`src/rtl/obi_arb_pkg.sv`:
```
// Shared helpers and types for the OBI round-robin arbiter.
// Width helpers keep degenerate parameter values (one requester, one slot) legal.
package obi_arb_pkg;

    function automatic int idx_width(input int n);
        return (n > 1) ? $clog2(n) : 1;
    endfunction

    function automatic int cnt_width(input int n);
        return $clog2(n + 1);
    endfunction

    typedef enum logic {
        UNLOCKED = 1'b0,
        LOCKED   = 1'b1
    } arb_state_e;

endpackage

```
`src/rtl/obi_arb_id_fifo.sv`:
```
// In-order ID queue remembering which requester owns each outstanding transaction.
// The head entry is visible combinationally so responses route with zero latency.
module obi_arb_id_fifo
    import obi_arb_pkg::*;
#(
    parameter int Depth = 2,
    parameter int Width = 2
) (
    input  logic                        clk_i,
    input  logic                        rst_i,
    input  logic                        push,
    input  logic [Width-1:0]            wdata,
    input  logic                        pop,
    output logic [Width-1:0]            rdata,
    output logic                        full,
    output logic                        empty,
    output logic [cnt_width(Depth)-1:0] count
);
    localparam int PtrW = idx_width(Depth);
    localparam int CntW = cnt_width(Depth);

    logic [Width-1:0] mem [Depth];
    logic [PtrW-1:0]  wr_ptr, rd_ptr;
    logic [CntW-1:0]  cnt;
    logic             do_push, do_pop;

    assign full    = (cnt == CntW'(Depth));
    assign empty   = (cnt == '0);
    assign do_push = push & ~full;
    assign do_pop  = pop & ~empty;
    assign rdata   = mem[rd_ptr];
    assign count   = cnt;

    always_ff @(posedge clk_i) begin
        if (do_push) mem[wr_ptr] <= wdata;
    end

    always_ff @(posedge clk_i) begin
        if (rst_i) begin
            wr_ptr <= '0;
            rd_ptr <= '0;
            cnt    <= '0;
        end else begin
            if (do_push) wr_ptr <= (wr_ptr == PtrW'(Depth - 1)) ? '0 : wr_ptr + 1'b1;
            if (do_pop)  rd_ptr <= (rd_ptr == PtrW'(Depth - 1)) ? '0 : rd_ptr + 1'b1;
            case ({do_push, do_pop})
                2'b10:   cnt <= cnt + 1'b1;
                2'b01:   cnt <= cnt - 1'b1;
                default: cnt <= cnt;
            endcase
        end
    end

endmodule

```
`src/rtl/obi_rr_arbiter.sv`:
```
// Round-robin arbiter sharing one OBI subordinate port among NumReq managers,
// with request locking for OBI stability and in-order response routing.
module obi_rr_arbiter
    import obi_arb_pkg::*;
#(
    parameter int NumReq    = 4,
    parameter int AddrWidth = 32,
    parameter int DataWidth = 32,
    parameter int MaxTrans  = 2
) (
    input  logic                            clk_i,
    input  logic                            rst_i,
    input  logic [NumReq-1:0]               sbr_req_i,
    output logic [NumReq-1:0]               sbr_gnt_o,
    input  logic [NumReq*AddrWidth-1:0]     sbr_addr_i,
    input  logic [NumReq-1:0]               sbr_we_i,
    input  logic [NumReq*DataWidth/8-1:0]   sbr_be_i,
    input  logic [NumReq*DataWidth-1:0]     sbr_wdata_i,
    output logic [NumReq-1:0]               sbr_rvalid_o,
    output logic [DataWidth-1:0]            sbr_rdata_o,
    output logic                            sbr_err_o,
    output logic                            mgr_req_o,
    input  logic                            mgr_gnt_i,
    output logic [AddrWidth-1:0]            mgr_addr_o,
    output logic                            mgr_we_o,
    output logic [DataWidth/8-1:0]          mgr_be_o,
    output logic [DataWidth-1:0]            mgr_wdata_o,
    input  logic                            mgr_rvalid_i,
    input  logic [DataWidth-1:0]            mgr_rdata_i,
    input  logic                            mgr_err_i,
    output logic [$clog2(MaxTrans+1)-1:0]   outstanding_o,
    output logic                            spurious_o
);
    localparam int IdxW = idx_width(NumReq);
    localparam int CntW = cnt_width(MaxTrans);
    localparam int BeW  = DataWidth / 8;

    arb_state_e      state_q;
    logic [IdxW-1:0] ptr_q, lock_idx_q, winner, cand, head;
    logic [CntW-1:0] count;
    logic            found, fifo_full, fifo_empty, hs, pop, spurious_q;

    // Scan from the pointer; a locked request overrides the scan result.
    always_comb begin
        winner = ptr_q;
        found  = 1'b0;
        cand   = '0;
        for (int i = 0; i < NumReq; i++) begin
            cand = IdxW'((int'(ptr_q) + i) % NumReq);
            if (!found && sbr_req_i[cand]) begin
                winner = cand;
                found  = 1'b1;
            end
        end
        if (state_q == LOCKED) winner = lock_idx_q;
    end

    assign mgr_req_o = ~rst_i & (|sbr_req_i) & ~fifo_full;
    assign hs        = mgr_req_o & mgr_gnt_i;
    assign pop       = ~rst_i & mgr_rvalid_i & ~fifo_empty;

    always_comb begin
        sbr_gnt_o    = '0;
        sbr_rvalid_o = '0;
        if (hs)  sbr_gnt_o[winner]  = 1'b1;
        if (pop) sbr_rvalid_o[head] = 1'b1;
    end

    assign mgr_addr_o    = rst_i ? '0 : sbr_addr_i[winner*AddrWidth +: AddrWidth];
    assign mgr_we_o      = rst_i ? 1'b0 : sbr_we_i[winner];
    assign mgr_be_o      = rst_i ? '0 : sbr_be_i[winner*BeW +: BeW];
    assign mgr_wdata_o   = rst_i ? '0 : sbr_wdata_i[winner*DataWidth +: DataWidth];
    assign sbr_rdata_o   = rst_i ? '0 : mgr_rdata_i;
    assign sbr_err_o     = ~rst_i & mgr_err_i;
    assign outstanding_o = rst_i ? '0 : count;
    assign spurious_o    = ~rst_i & spurious_q;

    always_ff @(posedge clk_i) begin
        if (rst_i) begin
            state_q    <= UNLOCKED;
            lock_idx_q <= '0;
            ptr_q      <= '0;
            spurious_q <= 1'b0;
        end else begin
            spurious_q <= mgr_rvalid_i & fifo_empty;
            if (hs) begin
                ptr_q   <= (winner == IdxW'(NumReq - 1)) ? '0 : winner + 1'b1;
                state_q <= UNLOCKED;
            end else if (mgr_req_o) begin
                // Presented but not granted: pin this requester until it is taken.
                state_q    <= LOCKED;
                lock_idx_q <= winner;
            end
        end
    end

    obi_arb_id_fifo #(
        .Depth (MaxTrans),
        .Width (IdxW)
    ) u_id_fifo (
        .clk_i (clk_i),
        .rst_i (rst_i),
        .push  (hs),
        .wdata (winner),
        .pop   (pop),
        .rdata (head),
        .full  (fifo_full),
        .empty (fifo_empty),
        .count (count)
    );

endmodule

```
`config.mk`:
```
export PLATFORM = sky130hd
export DESIGN_NAME = obi_rr_arbiter
export DESIGN_NICKNAME = d
export VERILOG_FILES = /design/src/rtl/obi_arb_pkg.sv /design/src/rtl/obi_arb_id_fifo.sv /design/src/rtl/obi_rr_arbiter.sv
export SDC_FILE = /design/constraint.sdc
export NUM_CORES = 1
export LEC_CHECK = 0
export CORE_AREA = 2 2 169 171
export CTS_BUF_LIST = sky130_fd_sc_hd__clkbuf_4
export DETAILED_ROUTE_END_ITERATION = 10
export DIE_AREA = 0 0 171 173
export PLACE_DENSITY = 0.67
export SYNTH_ARGS = -nofsm -noshare
export SYNTH_HDL_FRONTEND = slang
export SYNTH_SLANG_ARGS = --single-unit
```
`constraint.sdc`:
```
create_clock -name clk_i -period 3.87 [get_ports clk_i]
set_input_delay 0.5805 -clock clk_i [delete_from_list [all_inputs] [get_ports clk_i]]
set_output_delay 0.5805 -clock clk_i [all_outputs]
set_load 0.01 [all_outputs]
```
* Word level (Yosys, flattened, before mapping)
Memories as Yosys holds them, arrays and structs flattened. A register that Yosys moved wholly into a read port is not among the register bits.
Cells that the tools add are included.
** Storage, ports and cells
- Bits of input ports :: 317
- Memory bits (read-only) :: 0
- Output and inout port bits :: 114
- Memory bits (writable) :: 4
- Register bits :: 10
- Memories :: 1
- Word-level logic and storage cells :: 95
- Latch bits :: 0
** Cells by class
- $add $sub $neg :: 8
- Muxes and demuxes :: 37
- Div/mod/pow operators :: 0
- Order comparisons :: 8
- Shifts and indexed selects :: 3
- Multipliers :: 0
- Reduce and logical (&&, ||, !) cells :: 13
- Equal/unequal tests :: 4
- Bitwise logic cells :: 14
** Memories
- u_id_fifo.mem :: words 2, width 2, read ports 1, clocked after memory_dff 1, wr ports 1, RTL line obi_arb_id_fifo.sv:22 : logic [Width-1:0] mem [Depth];
** Operators with widths (count)
- variable part select 128 x 8 -> 32 bit :: 2
- 2-to-1 mux 32 bit :: 3
- less-than comparator 2 x 3 -> 1 bit, second input constant :: 6
- 2-to-1 mux 1 bit :: 17
- variable part select 16 x 5 -> 4 bit :: 1
- 2-to-1 mux 2 bit :: 6
- 2-to-1 mux 4 bit :: 3
- AND 1 bit :: 10
- binary-select mux 1 bit (select 2 bit) :: 5
- adder 2 x 1 -> 2 bit, second input constant :: 3
- == test 2 bit, second input constant :: 3
- logical AND 1 bit :: 5
- adder 2 bit, second input constant :: 2
- demux 1 bit (select 2 bit) :: 2
- greater-or-equal comparator 2 x 1 -> 1 bit, second input constant :: 2
- inverter 1 bit :: 4
- one-hot mux 2 bit (2 select lines) :: 1
- OR reduction 4 bit :: 1
- zero test 1 bit :: 3
- adder 1 bit, second input constant :: 2
- == test 2 x 1 -> 1 bit, second input constant :: 1
- zero test 2 bit :: 1
- AND reduction 2 bit :: 1
- nonzero test 2 bit :: 1
- other kinds (2) :: 2

* Logic depth before layout (Yosys ltp)
Gate-level depths: netlist of run 1.
- Depth in word-level cells :: 18
- Mapped depth :: 11
- Depth with buffers taken out :: 8

* By module
A second synthesis of run 1 with hierarchy kept.
** Unflattened totals
- Cells, all modules :: 1017
- Area total of the unflattened synthesis :: 6053.3 sq um
** Modules (own cells, without submodules)
- obi_rr_arbiter :: area each 5686.7 sq um, sequential area each 120.1 sq um, instances 1, cells an instance 985
- obi_arb_id_fifo :: area each 366.6 sq um, sequential area each 220.2 sq um, instances 1, cells an instance 32

* Worst setup path before layout of run 1
Ideal clock, no wire load.
- Path kind :: input -> output
- From :: input sbr_req_i[0]
- To :: output sbr_gnt_o[3]
- Slack :: 1136 ps
- Data required time :: 3289 ps
- Arrival time :: 2154 ps
- Cell stages on the path :: 9
- Path buffers :: 3
- Cell sequence :: or3b_1 > a21oi_4 > buf_6 > buf_4 > buf_2 > a21oi_2 > inv_1 > ha_1 > and3_1
** Between the ends
- Longest elaborated chain between the ends :: 18
- Elaborated cells on any way between the ends :: 31
- Classes of those cells :: order compare (2); mux (18); bitwise (3); reduce/logical (8)
** RTL lines
- start: declaration :: RTL line obi_rr_arbiter.sv:13 : input logic [NumReq-1:0] sbr_req_i,
- binary-select mux 1 bit (select 2 bit) :: RTL line obi_rr_arbiter.sv:50 : if (!found && sbr_req_i[cand]) begin
- 2-to-1 mux 1 bit (not written as such) :: RTL line obi_rr_arbiter.sv:50
- 2-to-1 mux 1 bit :: RTL line obi_rr_arbiter.sv:50
- zero test 1 bit :: RTL line obi_rr_arbiter.sv:50
- logical AND 1 bit :: RTL line obi_rr_arbiter.sv:50
- 2-to-1 mux 1 bit :: RTL line obi_rr_arbiter.sv:50
- zero test 1 bit :: RTL line obi_rr_arbiter.sv:50
- logical AND 1 bit :: RTL line obi_rr_arbiter.sv:50
- [... 2 more ...]
- logical AND 1 bit :: RTL line obi_rr_arbiter.sv:50
- 2-to-1 mux 2 bit :: RTL line obi_rr_arbiter.sv:50
- 2-to-1 mux 2 bit :: RTL line obi_rr_arbiter.sv:55 : if (state_q == LOCKED) winner = lock_idx_q;
- less-than comparator 2 x 3 -> 1 bit (not written as such) or greater-or-equal comparator 2 x 1 -> 1 bit (tied branches) :: RTL line obi_rr_arbiter.sv:65 : if (hs) sbr_gnt_o[winner] = 1'b1;
- logical AND 1 bit (not written as such) :: RTL line obi_rr_arbiter.sv:65
- 2-to-1 mux 1 bit (not written as such) :: RTL line obi_rr_arbiter.sv:65
- demux 1 bit (select 2 bit) :: RTL line obi_rr_arbiter.sv:65
- 2-to-1 mux 4 bit * :: RTL line obi_rr_arbiter.sv:65
- end: declaration :: RTL line obi_rr_arbiter.sv:14 : output logic [NumReq-1:0] sbr_gnt_o,
Mark *: on every way between the ends. The rest lies on a longest branch, timed or not. The select of a mux whose other input is x is not followed.

* Worst setup path after layout of run 1
- From :: input sbr_req_i[0]
- To :: output mgr_wdata_o[29]
** Between the ends
- Longest elaborated chain between the ends :: 15
- Elaborated cells on any way between the ends :: 23
- Classes of those cells :: shift (1); mux (16); reduce/logical (6)
** RTL lines
- binary-select mux 1 bit (select 2 bit) :: RTL line obi_rr_arbiter.sv:50
- 2-to-1 mux 1 bit (not written as such) :: RTL line obi_rr_arbiter.sv:50
- 2-to-1 mux 1 bit :: RTL line obi_rr_arbiter.sv:50
- zero test 1 bit :: RTL line obi_rr_arbiter.sv:50
- logical AND 1 bit :: RTL line obi_rr_arbiter.sv:50
- 2-to-1 mux 1 bit :: RTL line obi_rr_arbiter.sv:50
- zero test 1 bit :: RTL line obi_rr_arbiter.sv:50
- logical AND 1 bit :: RTL line obi_rr_arbiter.sv:50
- 2-to-1 mux 1 bit :: RTL line obi_rr_arbiter.sv:50
- zero test 1 bit :: RTL line obi_rr_arbiter.sv:50
- logical AND 1 bit :: RTL line obi_rr_arbiter.sv:50
- 2-to-1 mux 2 bit * :: RTL line obi_rr_arbiter.sv:50
- 2-to-1 mux 2 bit * :: RTL line obi_rr_arbiter.sv:55
- variable part select 128 x 8 -> 32 bit * :: RTL line obi_rr_arbiter.sv:72 : assign mgr_wdata_o = rst_i ? '0 : sbr_wdata_i[winner*DataWidth +: DataWidth];
- 2-to-1 mux 32 bit * :: RTL line obi_rr_arbiter.sv:72
- end: declaration :: RTL line obi_rr_arbiter.sv:27 : output logic [DataWidth-1:0] mgr_wdata_o,
Marked as above.

==> impl_metrics.py, run 1 <==
metrics = {
    "status": {
        "outcome": "complete, no violations",
    },
    "logic_synthesis": {
        "netlist_instances": 1023,
        "syn_nets": 1342,
        "seq_area_frac_synth": 0.0559,
        "synthDistinctLibCells": 46,
        "syn_area_um2": 6090,
        "yosysWarningCount": 0,
        "async_reset_ff_frac": 0,
        "synthTopCellsByCount": "282 x nand2_1, 142 x nor3_1, 139 x o21ai_0",
        "netlist.area_leader.share": 0.227,
        "avgSynthCellArea_um2": 5.95,
        "synth_top_cell_by_area": "a311o_1",
        "yosysMostFrequentCell": "nand2_1",
        "synth-seq-cells": 15,
        "synth_area_leaders": "a311o_1 23%, nand2_1 17%, nor3_1 12%",
        "ys.flop_type": "dfxtp_1",
        "synth-edff-count": 4,
    },
    "power_and_ir_drop": {
        "pwr-share-comb": 0.867,
        "power_switching_uw": 909,
        "leakagePower_nw": 4.16,
        "seq_power_share": 0.088,
        "p_sw_frac": 0.417,
        "p_per_area_nw_per_um2": 195,
        "irDropWorstVdd_uv": 89.2,
        "pwr-share-clk": 0.046,
        "cell_internal_pwr_mw": 1.27,
    },
    "die": {
        "num_rows": 61,
        "io_pins": 431,
        "die_area_um2": 29600,
        "core_um2": 27600,
        "initial_core_util": 0.220,
        "fp.dieH_um": 173,
        "die_w_um": 171,
    },
    "detailed_routing": {
        "postRouteAntennaNets": 0,
        "vias": 9580,
        "vias_per_cell": 5.41,
        "wirelength_um": 33300,
        "route.detailed.drc": 0,
        "wl_per_cell_um": 18.8,
        "drtIter0Drc": 740,
        "drtPass1Iterations": 6,
    },
    "cts": {
        "clk_root_buffer_cell": "clkbuf_4",
        "cts_max_path_buffers": 2,
        "clk_latency_ns": 0.28,
        "clkTransAtPathRegs_ns": 0.09,
        "cts.sinks": 15,
        "cts_buffers": 3,
        "cts_max_level": 1,
        "cts_tree": "yes",
    },
    "placement": {
        "place_ws_ns": 0.0579,
        "hpwl_um": 25000,
        "port_buffers": 430,
        "placed_cell_area_um2": 11100,
        "gp_congestion": 0.932,
    },
    "timing": {
        "relSlewSlack": 0.510,
        "rsz0062_at_grt": "true",
        "layout_min_cycle_time_ns": 3.79,
        "finalSetupViolations": 0,
        "hold_violations": 0,
        "fmax_ghz": 0.264,
        "tns_ns": 0,
        "finalCritPeriodShare": 0.980,
        "tightestPinTransition_ns": 0.735,
        "drv_slew": 0,
        "fin_skew_ns": 0.000717,
        "layout_setup_ws_ns": 0.0772,
    },
    "critical_path": {
        "critPathLaunch": "sbr_req_i[0]",
        "r2r_cells": 7,
        "reg2reg_setup_slack_ns": 1.63,
        "end_kind": "primary output",
        "crit_required_ns": 3.29,
        "r2r-end": "u_id_fifo.count[1]",
        "criticalPathCategory": "primary input to primary output",
        "r2r_start": "u_id_fifo.count[0]",
        "crit_path_max_fanout": 43,
        "crit_path_end": "mgr_wdata_o[29]",
        "crit_arrival_ns": 3.21,
        "critPathLaunchType": "primary input",
    },
    "global_route": {
        "globalRouteTotalUtil": 0.205,
        "gr-total-overflow": 0,
        "antenna_found_initial": 6,
        "grt_max_degree": 65,
        "grt_pass1_vias": 8927,
        "grt_first_pass_wirelength_um": 49200,
    },
    "cells_and_area": {
        "multi_input_area_um2": 5170,
        "finish.instance_area_um2": 11200,
        "fill_cells": 2871,
        "synthToLayoutAreaGrowth_pct": 83.9,
        "seqCellArea_um2": 340,
        "nets": 1709,
        "drive_above_1_share": 0.0576,
    },
    "run": {
        "maxCapViolations": 0,
    },
    "hold_path": {
        "min_path_type": "flop to flop",
    },
}
worst min path at each step:
stage / cells after the start / slack, ns / to / start
global route: 2 / 0.54 / u_id_fifo.rd_ptr / u_id_fifo.rd_ptr
global placement: 2 / 0.48 / lock_idx_q[1] / lock_idx_q[1]
detailed placement: 2 / 0.49 / ptr_q[0] / ptr_q[0]
finish: 2 / 0.50 / ptr_q[0] / ptr_q[0]
floorplan: 2 / 0.46 / lock_idx_q[1] / lock_idx_q[1]
CTS: 2 / 0.51 / ptr_q[0] / ptr_q[0]
power by group through the flow:
stage	clock, mW	combinational [mW]	sequential [mW]
3_5_place_dp	0	1.85	0.195
6_report	0.0993	1.89	0.192
5_1_grt	0.107	2.03	0.194
2_1_floorplan	0	0.938	0.187
4_1_cts	0.0988	1.86	0.192
3_3_place_gp	0	1.83	0.195
worst max-delay path: stages:
cell	delay, ns
clkdlybuf4s50_1	0.44
buf_4	0.17
a221oi_4	0.39
buf_4	0.19
buf_12	0.21
nor3_1	0.09
a311o_1	0.38
a22o_1	0.24
clkdlybuf4s50_1	0.48
placed cells by master (no fill, tap or decap), drive strengths merged, types with 3 or more instances in the layout:
master         netlist  final
dfxtp               11     11
diode                0      4
nor3               142    142
nor2b               38     38
clkbuf              64      6
nor2                20     20
a21oi                8      8
a22o                69     69
a311o              138    138
edfxtp               4      4
inv                  9      9
clkdlybuf4s50        0    427
and3                 3      3
o21ai              139    139
nand2              282    282
buf                 66     61
stage by stage:
stage | cells | hold WS (ns) | util | power, mW
finish | 1771 | 0.503 | 0.405 | 2.18
global route | 1769 | 0.536 | 0.405 | 2.33
CTS | 1763 | 0.505 | 0.401 | 2.15
detailed placement | 1759 | 0.493 | 0.400 | 2.04
global placement | 1759 | 0.480 | 0.400 | 2.03
floorplan | 1023 | 0.460 | - | 1.12
state kept, by name, summed over array words and instances (netlist names), named ones only:
register          count
u_id_fifo.count       2
ptr_q                 2
u_id_fifo.wr_ptr      1
spurious_q            1
u_id_fifo.rd_ptr      1
lock_idx_q            2
u_id_fifo.mem         4
state_q               1
kinds of logic (layout without fill, tap and decap cells):
kind of cell | after synthesis | after routing | share of synthesized area
AO/OA/AOI/OAI | 365 | 365 | 0.471
XOR/XNOR | 4 | 4 | 0.00576
adder cells (fa/ha/maj) | 2 | 2 | 0.00411
buffers and inverters | 139 | 505 | 0.102
flip-flops | 15 | 15 | 0.0559
multiplexers | 1 | 1 | 0.00164
other | 0 | 4 | 0
AND/OR/NAND/NOR | 497 | 497 | 0.360
timing repair:
action	in CTS	in global routing
hold buffers	0	0
endpoints found under the setup margin	0	49
resized for setup	0	10
setup buffers	0	2
routing by layer:
metal	global-route usage	vias up	wire length [um]
met5	0	-	22
met4	0.0508	4	890
met3	0.0497	60	3240
met2	0.363	506	16000
met1	0.245	4428	13200
li1	-	4582	-
layout make-up:
type,instances,area share
well taps,378,0.0422
clock buffers,4,0.00268
repair buffers,492,0.459
flip-flops and latches,15,0.0304
diodes,4,0.000894
inverters,9,0.00302
multi-input cells,869,0.462
(Power assumes the default switching activity.)
==> run 2, diff against run 1 <==
--- a/config.mk
+++ b/config.mk
@@ -5,6 +5,7 @@
 export SDC_FILE = /design/constraint.sdc
 export NUM_CORES = 1
 export LEC_CHECK = 0
+export CAP_MARGIN = 25
 export CORE_AREA = 2 2 169 171
 export CTS_BUF_LIST = sky130_fd_sc_hd__clkbuf_4
 export DETAILED_ROUTE_END_ITERATION = 10
==> results of run 2 <==
Same layout as run 1: the final DEF is identical, and so are final timing and power.
